<file path="src/rtl/kernel_2mm_unit.sv">
// kernel_2mm_unit: PolyBench 2mm (tmp = alpha*A*B, then D = beta*D + tmp*C) on 32-bit wrapping integers,
// streaming operands from a shared dual-port word memory at one multiply-accumulate per cycle.
module kernel_2mm_unit #(
    parameter int N = 40
) (
    input  logic        clk,
    input  logic        reset,
    input  logic        ap_start,
    output logic        ap_done,
    output logic        ap_idle,
    output logic        ap_ready,
    output logic [13:0] indata_address0,
    output logic        indata_ce0,
    output logic        indata_we0,
    output logic [31:0] indata_d0,
    input  logic [31:0] indata_q0,
    output logic [13:0] indata_address1,
    output logic        indata_ce1,
    output logic        indata_we1,
    output logic [31:0] indata_d1,
    input  logic [31:0] indata_q1
);

    localparam int CW         = $clog2(N + 2);
    localparam int NN         = N * N;
    localparam int B_BASE     = NN;
    localparam int C_BASE     = 2 * NN;
    localparam int D_BASE     = 3 * NN;
    localparam int T_BASE     = 4 * NN;
    localparam int ALPHA_ADDR = 5 * NN;
    localparam int BETA_ADDR  = 5 * NN + 1;

    localparam logic [CW-1:0] ONE   = CW'(1);
    localparam logic [CW-1:0] K_TWO = CW'(2);
    localparam logic [CW-1:0] LAST  = CW'(N - 1);
    localparam logic [CW-1:0] K_N   = CW'(N);
    localparam logic [CW-1:0] K_N1  = CW'(N + 1);

    typedef enum logic [2:0] {
        S_IDLE,
        S_LOAD_SCALARS,
        S_PHASE1,
        S_PHASE2,
        S_DONE
    } state_t;

    state_t state, state_next;

    logic [CW-1:0] i, j, k;
    logic [31:0]   acc, alpha, beta;
    logic [31:0]   prod, acc_sum;
    logic [13:0]   ij_off, ik_off, kj_off;
    logic          last_elem, elem_end;

    // Operands requested in cycle k arrive in cycle k+1, so the MAC always lags the address counter by one.
    assign prod      = indata_q0 * indata_q1;
    assign acc_sum   = acc + prod;
    assign ij_off    = 14'(int'(i) * N + int'(j));
    assign ik_off    = 14'(int'(i) * N + int'(k));
    assign kj_off    = 14'(int'(k) * N + int'(j));
    assign last_elem = (i == LAST) && (j == LAST);
    assign elem_end  = ((state == S_PHASE1) && (k == K_N)) ||
                       ((state == S_PHASE2) && (k == K_N1));

    always_ff @(posedge clk or posedge reset) begin
        if (reset) begin
            state <= S_IDLE;
        end else begin
            state <= state_next;
        end
    end

    always_ff @(posedge clk or posedge reset) begin
        if (reset) begin
            i     <= '0;
            j     <= '0;
            k     <= '0;
            acc   <= '0;
            alpha <= '0;
            beta  <= '0;
        end else begin
            case (state)
                S_LOAD_SCALARS: begin
                    k <= (k == K_TWO) ? '0 : k + ONE;
                    if (k == ONE)   alpha <= indata_q1;
                    if (k == K_TWO) beta  <= indata_q1;
                end
                S_PHASE1, S_PHASE2: begin
                    if (elem_end) begin
                        k   <= '0;
                        acc <= '0;
                        if (j == LAST) begin
                            j <= '0;
                            i <= (i == LAST) ? '0 : i + ONE;
                        end else begin
                            j <= j + ONE;
                        end
                    end else begin
                        k <= k + ONE;
                        if (k != '0) acc <= acc_sum;
                    end
                end
                default: begin
                    i   <= '0;
                    j   <= '0;
                    k   <= '0;
                    acc <= '0;
                end
            endcase
        end
    end

    // Phase 1 element: N read cycles, then a write cycle that folds in the last product.
    // Phase 2 element: N read cycles, a D read while the last product lands, then the write.
    always_comb begin
        state_next      = state;
        ap_done         = 1'b0;
        ap_ready        = 1'b0;
        ap_idle         = (state == S_IDLE);
        indata_address0 = '0;
        indata_ce0      = 1'b0;
        indata_we0      = 1'b0;
        indata_d0       = '0;
        indata_address1 = '0;
        indata_ce1      = 1'b0;
        indata_we1      = 1'b0;
        indata_d1       = '0;
        case (state)
            S_IDLE: begin
                if (ap_start) state_next = S_LOAD_SCALARS;
            end
            S_LOAD_SCALARS: begin
                if (k == '0) begin
                    indata_ce1      = 1'b1;
                    indata_address1 = 14'(ALPHA_ADDR);
                end else if (k == ONE) begin
                    indata_ce1      = 1'b1;
                    indata_address1 = 14'(BETA_ADDR);
                end else begin
                    state_next = S_PHASE1;
                end
            end
            S_PHASE1: begin
                if (k == K_N) begin
                    indata_ce0      = 1'b1;
                    indata_we0      = 1'b1;
                    indata_address0 = 14'(T_BASE) + ij_off;
                    indata_d0       = alpha * acc_sum;
                    if (last_elem) state_next = S_PHASE2;
                end else begin
                    indata_ce0      = 1'b1;
                    indata_address0 = ik_off;
                    indata_ce1      = 1'b1;
                    indata_address1 = 14'(B_BASE) + kj_off;
                end
            end
            S_PHASE2: begin
                if (k == K_N1) begin
                    indata_ce0      = 1'b1;
                    indata_we0      = 1'b1;
                    indata_address0 = 14'(D_BASE) + ij_off;
                    indata_d0       = beta * indata_q0 + acc;
                    if (last_elem) state_next = S_DONE;
                end else if (k == K_N) begin
                    indata_ce0      = 1'b1;
                    indata_address0 = 14'(D_BASE) + ij_off;
                end else begin
                    indata_ce0      = 1'b1;
                    indata_address0 = 14'(T_BASE) + ik_off;
                    indata_ce1      = 1'b1;
                    indata_address1 = 14'(C_BASE) + kj_off;
                end
            end
            S_DONE: begin
                ap_done    = 1'b1;
                ap_ready   = 1'b1;
                state_next = ap_start ? S_LOAD_SCALARS : S_IDLE;
            end
            default: state_next = S_IDLE;
        endcase
    end

endmodule

</file>
<file path="config.mk">
export PLATFORM = sky130hd
export DESIGN_NAME = kernel_2mm_unit
export DESIGN_NICKNAME = d
export VERILOG_FILES = /design/src/rtl/kernel_2mm_unit.sv
export SDC_FILE = /design/constraint.sdc
export NUM_CORES = 2
export LEC_CHECK = 0
export CAP_MARGIN = 20
export CELL_PAD_IN_SITES_DETAIL_PLACEMENT = 0
export CELL_PAD_IN_SITES_GLOBAL_PLACEMENT = 2
export CORE_MARGIN = 5
export CORE_UTILIZATION = 45
export DETAILED_ROUTE_END_ITERATION = 12
export MAX_ROUTING_LAYER = met4
export PLACE_DENSITY = 0.95
export REMOVE_ABC_BUFFERS = 1
export SLEW_MARGIN = 15
export SYNTH_ARGS = -nofsm -noshare
export SYNTH_HDL_FRONTEND = slang
export SYNTH_SLANG_ARGS = --single-unit
export TNS_END_PERCENT = 30
</file>
<file path="constraint.sdc">
create_clock -name clk -period 38.9 [get_ports clk]
set_clock_uncertainty 0.2 [all_clocks]
set_input_delay 7.78 -clock clk [delete_from_list [all_inputs] [get_ports clk]]
set_output_delay 7.78 -clock clk [all_outputs]
set_load 0.1 [all_outputs]
</file>
==> key figures <==
Status
  – Outcome: complete, no violations

Timing
  – Final hold slack: 0.301 ns
  – Setup tns final: 0 ns
  – RSZ-0062 raised after global routing: false
  – Final setup violation count: 0
  – Final Cycle Share: 0.846
  – Fmax: 0.0304 GHz
  – Worst Tran Pin Value: 1.14 ns
  – Min Tclk post-route: 32.92 ns
  – Slew HR: 0.237
  – Slew Limit Fails: 0
  – Setup slack after layout: 5.98 ns
  – Hold Vio Cnt, Final: 0

Global routing
  – Overall Global Routing Usage: 0.271
  – Vias in the first global route: 43,882
  – Antenna violations before repair: 12
  – Global-route wire length before repair: 263,000 um
  – Largest net degree at the start of global routing: 68
  – Grt ovf: 0

Final layout
  – Share of layout cells above drive strength 1: 0.0417
  – Fin nets: 7,885
  – FF/Latch Area: 0.00293 mm^2
  – Area occupied by multi-input gates: 0.0458 mm^2
  – Fillers: 11,625
  – Layout area overhead: 6.22%
  – Final Cell Area: 0.0587 mm^2

Flow run
  – Max-Cap Viols: 0

Die
  – Initial Util: 0.454
  – Row count: 128
  – Die Y: 361 um
  – CORE AREA: 0.122 mm^2
  – Io pins: 166
  – Die area: 0.130 mm^2
  – Width of the die: 361 um

Worst setup path
  – Element type at the critical path end: output pin
  – Setup CP Type: in -> out
  – CP max stage delay: 1.22 ns
  – Critical path arrival: 24.94 ns
  – Largest delay share family, worst path: adder cells
  – Critical path's most frequent cell: fa_1
  – Startpoint Class: primary input
  – Crit-path max FO: 11
  – Critical Path RT: 30.92 ns
  – CP bufs+invs: 12
  – Slowest-stage cell, CP: clkdlybuf4s50_1

Synthesis
  – Ys flop type: dfrtp_1
  – #FFs+latches synth: 117
  – Most common library cells after synthesis: inv_1 (1,384), fa_1 (1,289), nand2_1 (1,108)
  – Synth cell types: 72
  – Seq/Total Area, Yosys: 0.0529
  – Post-synth EDFFs: 0
  – Count leader, synth: inv_1
  – Post-Syn Instances: 6,191
  – Syn. warnings: 0
  – Cell taking the most area after synthesis: fa_1
  – Mean Syn Cell Area: 8.93 um^2
  – Syn Std Cell Area: 0.0553 mm^2
  – Synth area leaders: fa_1 (47%), inv_1 (9.4%), ha_1 (9.2%)
  – Async SR Flop Fraction: 1.00
  – Top cell type's share of synthesized area: 0.467

Detailed routing
  – Final WL: 169,000 um
  – TritonRoute pass-1 iters: 6
  – WL/cell: 21.8 um
  – Via count: 41,312
  – Final ANT Viol Nets: 0
  – First DRT Iteration DRCs: 3,005
  – Drt via density: 5.32
  – DR DRC count: 0

Clock network
  – Post-CTS Hold Buffers: 0
  – H-tree Lvls: 4
  – Clock Tree Root: clkbuf_16
  – Worst skew pair latency: 0.47 ns
  – Post-CTS Setup Bufs: 0
  – Cts bufs inserted: 17
  – CTS Buffer Depth: 2
  – CTS tree: done
  – Clk slew on worst S/H paths: 0.06 ns
  – Post-cts resize count: 0
  – Clock sink total: 117

Place
  – DP Worst Slack: 5.96 ns
  – Port buffer count: 131
  – Detailed-placement wirelength estimate: 133,000 um
  – Placed Area: 0.0581 mm^2
  – Final Wtd Congestion: 0.915

Hold path
  – Worst Hold Class: reg -> reg
-- worst reg2reg max path, cell delays in order (launching register included) --
cell,delay (ns)
dfrtp_1,0.39
inv_1,0.37
fa_1,0.52
fa_1,0.55
inv_1,0.05
fa_1,0.49
inv_1,0.07
fa_1,0.53
inv_1,0.05
fa_1,0.50
inv_1,0.06
fa_1,0.53
inv_1,0.05
fa_1,0.48
inv_1,0.05
fa_1,0.48
inv_1,0.05
ha_1,0.40
a21oi_1,0.18
o21ai_0,0.11
a2111oi_0,0.53
a21oi_1,0.31
a211oi_2,0.37
o21bai_1,0.12
xor2_1,0.68
a22o_1,0.22
-- registers in the layout, indices dropped and copies added, names as in the netlist --
| name | count |
|---|---|
| acc | 32 |
| alpha | 32 |
| beta | 32 |
| i | 6 |
| j | 6 |
| k | 6 |
| state | 3 |
-- cells in the final DEF (no fill, tap or decap), drive strengths merged, types with 49 or more instances in the layout --
master         synthesis  final
nor2                  74     74
buf                   45    133
dfrtp                117    117
and2                 516    516
clkdlybuf4s50          0    117
xor2                  75     75
nand2               1108   1108
ha                   408    408
a21oi                 92     92
mux2                  65     65
o21ai                 70     70
xnor2                197    197
inv                 1384   1395
nand2b                49     49
fa                  1289   1289
-- stage by stage --
step | cells | util
5_1_grt | 7764 | 0.482
4_1_cts | 7759 | 0.482
3_5_place_dp | 7727 | 0.477
3_3_place_gp | 7727 | 0.477
2_1_floorplan | 5852 | -
6_report | 7771 | 0.482
-- layer usage --
layer / GRT usage / vias to the layer above / share of wire
met5: - / - / 0
met1: 0.364 / 21450 / 0.42
met3: 0.0471 / 303 / 0.081
li1: - / 17933 / -
met2: 0.424 / 1626 / 0.46
met4: 0.0837 / 0 / 0.037
-- final timing paths --
kind                                      from                    to  slack (ns)  cells past startpoint
max                              indata_q0[16]         indata_d0[31]        5.98                     52
min                         acc[4]$_DFFE_PP0P_    acc[4]$_DFFE_PP0P_        0.30                      2
max reg2reg                acc[18]$_DFFE_PP0P_   acc[25]$_DFFE_PP0P_       30.49                     25
min reg2reg                 acc[4]$_DFFE_PP0P_    acc[4]$_DFFE_PP0P_        0.30                      2
max in group asynchronous                reset  alpha[5]$_DFFE_PP0P_       29.45                      3
min in group asynchronous                reset   acc[27]$_DFFE_PP0P_        7.64                      2
-- cell families after synthesis --
logic type / Yosys count / share of synthesized area
adders and majority gates: 1697 / 0.559
xor gates and xnor gates: 282 / 0.0475
and+or+nand+nor: 1902 / 0.161
DFF: 117 / 0.0529
muxes: 70 / 0.0141
buffers and inverters: 1756 / 0.122
AOI/OAI and AO/OA: 366 / 0.0438
other: 1 / 0.0000678
-- final cells by class --
type                            count  share of cell area
Tap cell                         1625              0.0346
Sequential cell                   117              0.0499
Clock inverter                     15             0.00262
Antenna cell                       12            0.000511
Clock buffer                       17             0.00724
Multi-Input combinational cell   4351               0.780
Inverter                         1384              0.0885
Timing Repair Buffer              250              0.0363
Power is left out: the tool's default activity adds up to more than one toggle a clock period on the data nets, which glitch-free logic cannot reach.
